## src/rtl/r2sdf_stage.sv

```systemverilog
// r2sdf_stage: radix-2 single-path delay-feedback FFT stage with input handshake and end-of-stream drain.
// Optional -j rotation of upper-half differences when R2SDF_NEG_J_EN is defined (needs DEPTH >= 2).
module r2sdf_stage #(
    parameter int IN_W  = 17,
    parameter int DEPTH = 1
) (
    input  logic                   clk,
    input  logic                   rst,
    input  logic                   valid_i,
    output logic                   ready_o,
    input  logic signed [IN_W-1:0] data_in_r,
    input  logic signed [IN_W-1:0] data_in_i,
    output logic                   valid_o,
    output logic signed [IN_W:0]   data_out_r,
    output logic signed [IN_W:0]   data_out_i
);
    localparam int OW = IN_W + 1;
    localparam int CW = $clog2(2 * DEPTH);

`ifdef R2SDF_NEG_J_EN
    if (DEPTH < 2) begin : g_depth_err
        $error("r2sdf_stage: R2SDF_NEG_J_EN requires DEPTH >= 2");
    end
`endif

    typedef enum logic {RUN, DRAIN} state_t;
    state_t state_q, state_d;

    logic                   valid_in_q, valid_in_d;
    logic signed [IN_W-1:0] in_r_q, in_r_d, in_i_q, in_i_d;
    logic                   ready_q, ready_d;
    logic [CW-1:0]          cnt_q, cnt_d, dcnt_q, dcnt_d;
    logic                   pend_q, pend_d;
    logic signed [OW-1:0]   line_r_q [DEPTH];
    logic signed [OW-1:0]   line_r_d [DEPTH];
    logic signed [OW-1:0]   line_i_q [DEPTH];
    logic signed [OW-1:0]   line_i_d [DEPTH];
    logic                   valid_o_q, valid_o_d;
    logic signed [OW-1:0]   out_r_q, out_r_d, out_i_q, out_i_d;

    logic                   consume, drain, fill, last_drain, shift;
    logic signed [OW-1:0]   a_r, a_i, b_r, b_i, sum_r, sum_i, dif_r, dif_i, emit_r, emit_i;

    assign consume    = (state_q == RUN) && valid_in_q;
    assign drain      = (state_q == DRAIN);
    assign fill       = cnt_q < CW'(DEPTH);
    assign last_drain = drain && (dcnt_q == CW'(DEPTH - 1));
    assign shift      = consume || drain;
    assign a_r        = {in_r_q[IN_W-1], in_r_q};
    assign a_i        = {in_i_q[IN_W-1], in_i_q};
    assign b_r        = line_r_q[DEPTH-1];
    assign b_i        = line_i_q[DEPTH-1];
    assign sum_r      = b_r + a_r;
    assign sum_i      = b_i + a_i;
    assign dif_r      = b_r - a_r;
    assign dif_i      = b_i - a_i;

`ifdef R2SDF_NEG_J_EN
    logic [CW-1:0] k;
    logic          rot;
    // k is the difference index: the fill slot while streaming, the drain step while draining
    assign k      = drain ? dcnt_q : cnt_q;
    assign rot    = k >= CW'(DEPTH / 2);
    assign emit_r = rot ? b_i : b_r;
    assign emit_i = rot ? -b_r : b_i;
`else
    assign emit_r = b_r;
    assign emit_i = b_i;
`endif

    always_ff @(posedge clk or negedge rst) begin
        if (!rst) state_q <= RUN;
        else      state_q <= state_d;
    end

    always_comb begin
        state_d = (state_q == RUN) ? ((cnt_q == '0 && pend_q && !valid_in_q) ? DRAIN : RUN)
                                   : (last_drain ? RUN : DRAIN);
    end

    always_comb begin
        ready_d    = (state_d == RUN);
        valid_in_d = ready_q ? valid_i : valid_in_q;
        in_r_d     = ready_q ? data_in_r : in_r_q;
        in_i_d     = ready_q ? data_in_i : in_i_q;
        cnt_d      = consume ? cnt_q + CW'(1) : cnt_q;
        dcnt_d     = (drain && !last_drain) ? dcnt_q + CW'(1) : '0;
        pend_d     = (consume && cnt_q == CW'(2 * DEPTH - 1)) ? 1'b1 :
                     ((consume && cnt_q == CW'(DEPTH - 1)) || last_drain) ? 1'b0 : pend_q;
        valid_o_d  = drain || (consume && (!fill || pend_q));
        out_r_d    = !valid_o_d ? out_r_q : (consume && !fill) ? sum_r : emit_r;
        out_i_d    = !valid_o_d ? out_i_q : (consume && !fill) ? sum_i : emit_i;
        // fill writes the sample, the butterfly half writes B-A, draining backfills zeros
        line_r_d[0] = !shift ? line_r_q[0] : drain ? '0 : fill ? a_r : dif_r;
        line_i_d[0] = !shift ? line_i_q[0] : drain ? '0 : fill ? a_i : dif_i;
        for (int j = 1; j < DEPTH; j++) begin
            line_r_d[j] = shift ? line_r_q[j-1] : line_r_q[j];
            line_i_d[j] = shift ? line_i_q[j-1] : line_i_q[j];
        end
    end

    always_ff @(posedge clk or negedge rst) begin
        if (!rst) begin
            ready_q    <= 1'b1;
            valid_in_q <= 1'b0;
            in_r_q     <= '0;
            in_i_q     <= '0;
            cnt_q      <= '0;
            dcnt_q     <= '0;
            pend_q     <= 1'b0;
            line_r_q   <= '{default: '0};
            line_i_q   <= '{default: '0};
            valid_o_q  <= 1'b0;
            out_r_q    <= '0;
            out_i_q    <= '0;
        end else begin
            ready_q    <= ready_d;
            valid_in_q <= valid_in_d;
            in_r_q     <= in_r_d;
            in_i_q     <= in_i_d;
            cnt_q      <= cnt_d;
            dcnt_q     <= dcnt_d;
            pend_q     <= pend_d;
            line_r_q   <= line_r_d;
            line_i_q   <= line_i_d;
            valid_o_q  <= valid_o_d;
            out_r_q    <= out_r_d;
            out_i_q    <= out_i_d;
        end
    end

    assign ready_o    = ready_q;
    assign valid_o    = valid_o_q;
    assign data_out_r = out_r_q;
    assign data_out_i = out_i_q;
endmodule
```

## config.mk

```make
export PLATFORM = sky130hd
export DESIGN_NAME = r2sdf_stage
export DESIGN_NICKNAME = d
export VERILOG_FILES = /design/src/rtl/r2sdf_stage.sv
export SDC_FILE = /design/constraint.sdc
export NUM_CORES = 1
export LEC_CHECK = 0
export ABC_AREA = 1
export BUFFER_PORTS_ARGS = -buffer_cell sky130_fd_sc_hd__clkbuf_2
export CAP_MARGIN = 20
export CORE_MARGIN = 2
export CORE_UTILIZATION = 61
export CTS_CLUSTER_DIAMETER = 200
export DETAILED_ROUTE_END_ITERATION = 8
export HOLD_SLACK_MARGIN = 0.06
export PLACE_DENSITY = 0.84
export SETUP_SLACK_MARGIN = 0.15
export SLEW_MARGIN = 10
export SYNTH_ARGS = -nofsm -noshare
export SYNTH_HDL_FRONTEND = slang
export SYNTH_SLANG_ARGS = --single-unit
```

## constraint.sdc

```tcl
create_clock -name clk -period 2.05 [get_ports clk]
set_input_delay 0 -clock clk [delete_from_list [all_inputs] [get_ports clk]]
set_output_delay 0 -clock clk [all_outputs]
set_load 0.1 [all_outputs]
```

==> results.json <==
{
  "cts_tree": "built",
  "whs_ns": 0.1060,
  "critPathKind": "flop to flop",
  "fp.dieW_um": 123.7,
  "syn_inst": 1276,
  "initial_core_util_pct": 62.73,
  "netlist_top_cells_count": "365 x nand2_1, 168 x inv_1, 112 x dfrtp_1",
  "regToRegSetupSlack_ns": 0.04,
  "gr-total-overflow": 0,
  "cp_max_fo": 8,
  "cts_buffers": 17,
  "drt-met1-wl_um": 10970,
  "fin_crit_sh_pct": 97.98,
  "yosysTopAreaCellShare_pct": 32.06,
  "startpoint_type": "flop",
  "rr_startpoint": "b_i[2]",
  "grt_setup_unrepaired": "yes",
  "synthFlopType": "dfrtp_1",
  "routed_wl_um": 29840,
  "grt_pass1_wl_um": 42850,
  "met3_length_um": 2253,
  "max_freq_mhz": 497.8,
  "nets": 1544,
  "synth.avg_cell_area_um2": 6.850,
  "rows": 43,
  "cts.clk_slew.worst_paths_ns": 0.06,
  "topRoutingLayerUsed": "met4",
  "antenna_found_initial": 0,
  "synth_most_common_cell": "nand2_1",
  "setup_violations": 0,
  "drive_above_1_share_pct": 28.59,
  "hold_viol": 0,
  "reg2reg_depth": 14,
  "synth_area_mm2": 0.008741,
  "cts.path.max_buffers": 2,
  "grt.total_usage_pct": 36.32,
  "ys_types": 41,
  "path_common_cell": "nand2_1",
  "slew_violations": 0,
  "fp.coreArea_mm2": 0.01393,
  "hold_class": "primary input to asynchronous set/reset pin",
  "crit_arrival_ns": 2.33,
  "place_congestion": 0.9951,
  "cts_num_sinks": 113,
  "skew_ns": 0.009594,
  "root_buffer": "clkbuf_16",
  "yosysWarnings": 0,
  "drtIter0Drc": 1029,
  "worst_path_max_delay_cell": "dfrtp_1",
  "status": "completed",
  "min_period_ns": 2.009,
  "slowest_delay_ns": 0.43,
  "routedWlPerCell_um": 18.33,
  "reg2reg_to": "data_out_i[17]",
  "grt_start_max_net_pins": 62,
  "ys_seq_area_share_pct": 32.36,
  "crit_start": "b_i[2]",
  "via_per_inst": 5.979,
  "antenna_left": 0,
  "drt_first_pass_iters": 7,
  "vias": 9734,
  "hpwl_um": 18440,
  "h-tree-depth": 4,
  "clkLatencyLatePin_ns": 0.44,
  "drcViolationCount": 0,
  "crit_path_end_kind": "flop",
  "path_cells": "ha_4 -> inv_1 -> nand2_2 -> nand2_1 -> nand2_1 -> nand2_1 -> nand2_2 -> nand3_2 -> nand2_1 -> nand2_1 -> nand2_1 -> nand3_1 -> nand2_1 -> nand2_1",
  "ys_async_sr_fraction_pct": 100.0,
  "syn2layout_area_growth_pct": 32.94,
  "drv_cap": 0,
  "die_y_um": 123.7,
  "synth-edff-count": 0,
  "synth_fp_nets": 1385,
  "antenna_cells": 0,
  "synthTopCellsByArea": "dfrtp_1 32%, nand2_1 16%, ha_1 9.7%",
  "worst_pin_slew_ns": 0.6073,
  "portBuffers": 74,
  "dieArea_mm2": 0.01530,
  "worst_ep_required_time_ns": 2.37,
  "first_global_vias": 9062,
  "ys_ff_latch": 113,
  "yosys.area.top_type": "dfrtp_1",
  "io_pins": 75,
  "met2_length_um": 14640,
  "relSlewSlack_pct": 59.47
}
-- worst max path at each step --
stage               cells past startpoint  slack [ns]             end
finish                                 14        0.04  data_out_i[17]
global route                           14       -0.09         b_i[16]
CTS                                    12        0.08  data_out_r[16]
detailed placement                     11       -0.02         b_i[12]
global placement                       12        0.04  data_out_r[16]
floorplan                              11        0.15         b_i[12]
-- metrics by stage --
| step | setup WS (ns) | instances | cell area, µm² | setup TNS, ns | utilization (%) |
|---|---|---|---|---|---|
| global placement | 0.03556 | 1524 | 9482 | 0 | 68.04 |
| floorplan | 0.1512 | 1276 | 8741 | 0 | - |
| CTS | 0.08464 | 1596 | 10710 | 0 | 76.84 |
| finish | 0.04132 | 1628 | 11620 | 0 | 83.39 |
| global route | -0.08654 | 1628 | 11620 | -0.3615 | 83.39 |
| detailed placement | -0.01968 | 1524 | 9482 | -0.04557 | 68.04 |
-- metal layers --
| layer | global-route usage (%) | vias to the layer above |
|---|---|---|
| met5 | 0 | - |
| met4 | 20.38 | 0 |
| met3 | 7.784 | 188 |
| met2 | 62.29 | 549 |
| met1 | 42.08 | 4567 |
| li1 | - | 4430 |
-- cells by family after synthesis --
kind of cell    synth area share, %
compound gates                16.09
flops                         32.36
simple gates                  28.07
xor+xnor                      2.004
other cells                 0.04290
fa+ha+maj                     10.65
buf+inv                       10.78
-- cell usage in the layout (no fill, tap or decap), types with 11 or more instances in the layout --
master         instances
nand2_1              327
o21ai_1               11
nand2_2               32
ha_1                  35
o211ai_1              13
a21oi_1               66
xor2_1                15
buf_4                 82
a21oi_2               26
ha_4                  30
inv_2                 39
clkbuf_16             17
dfrtp_1              104
clkbuf_2              73
dlygate4sd3_1         36
nor2_2                25
nand3_1               73
o21ai_0               62
o21bai_1              23
nor2_1                72
inv_1                135
nand3_2               22
-- worst max-delay path, delay by kind of cell (launching register included) --
kind | cells | cell delay (ns)
adders and majority gates | 1 | 0.36
DFF | 1 | 0.43
and+or+nand+nor | 12 | 0.98
buffers and inverters | 1 | 0.12
-- registers in the layout (all words and copies together), names as in the netlist --
name	cells
dcnt_q	1
cnt_q	1
valid_in_q	1
data_out_i	18
in_r_q	17
valid_o	1
drain	1
b_r	18
data_out_r	18
pend_q	1
b_i	18
in_i_q	17
ready_o	1
-- area by class of cell --
| type | instances | area (µm²) |
|---|---|---|
| clock buffer | 17 | 425.4 |
| sequential | 113 | 2839 |
| tap | 180 | 225.2 |
| multi-input combinational | 932 | 5876 |
| inverter | 175 | 659.4 |
| fill | 861 | 2315 |
| timing repair buffer | 196 | 1433 |
| clock inverter | 15 | 162.7 |
-- repair_timing --
| action | CTS | global route |
|---|---|---|
| setup buffers | 4 | 32 |
| hold endpoints to repair | 148 | 0 |
| hold buffers | 36 | 0 |
| endpoints found under the setup margin | 47 | 53 |
| gates resized for setup | 73 | 181 |
| pin swaps | 4 | 63 |
Power is left out: the tool's default activity adds up to more than one toggle a clock period on the data nets, which glitch-free logic cannot reach.
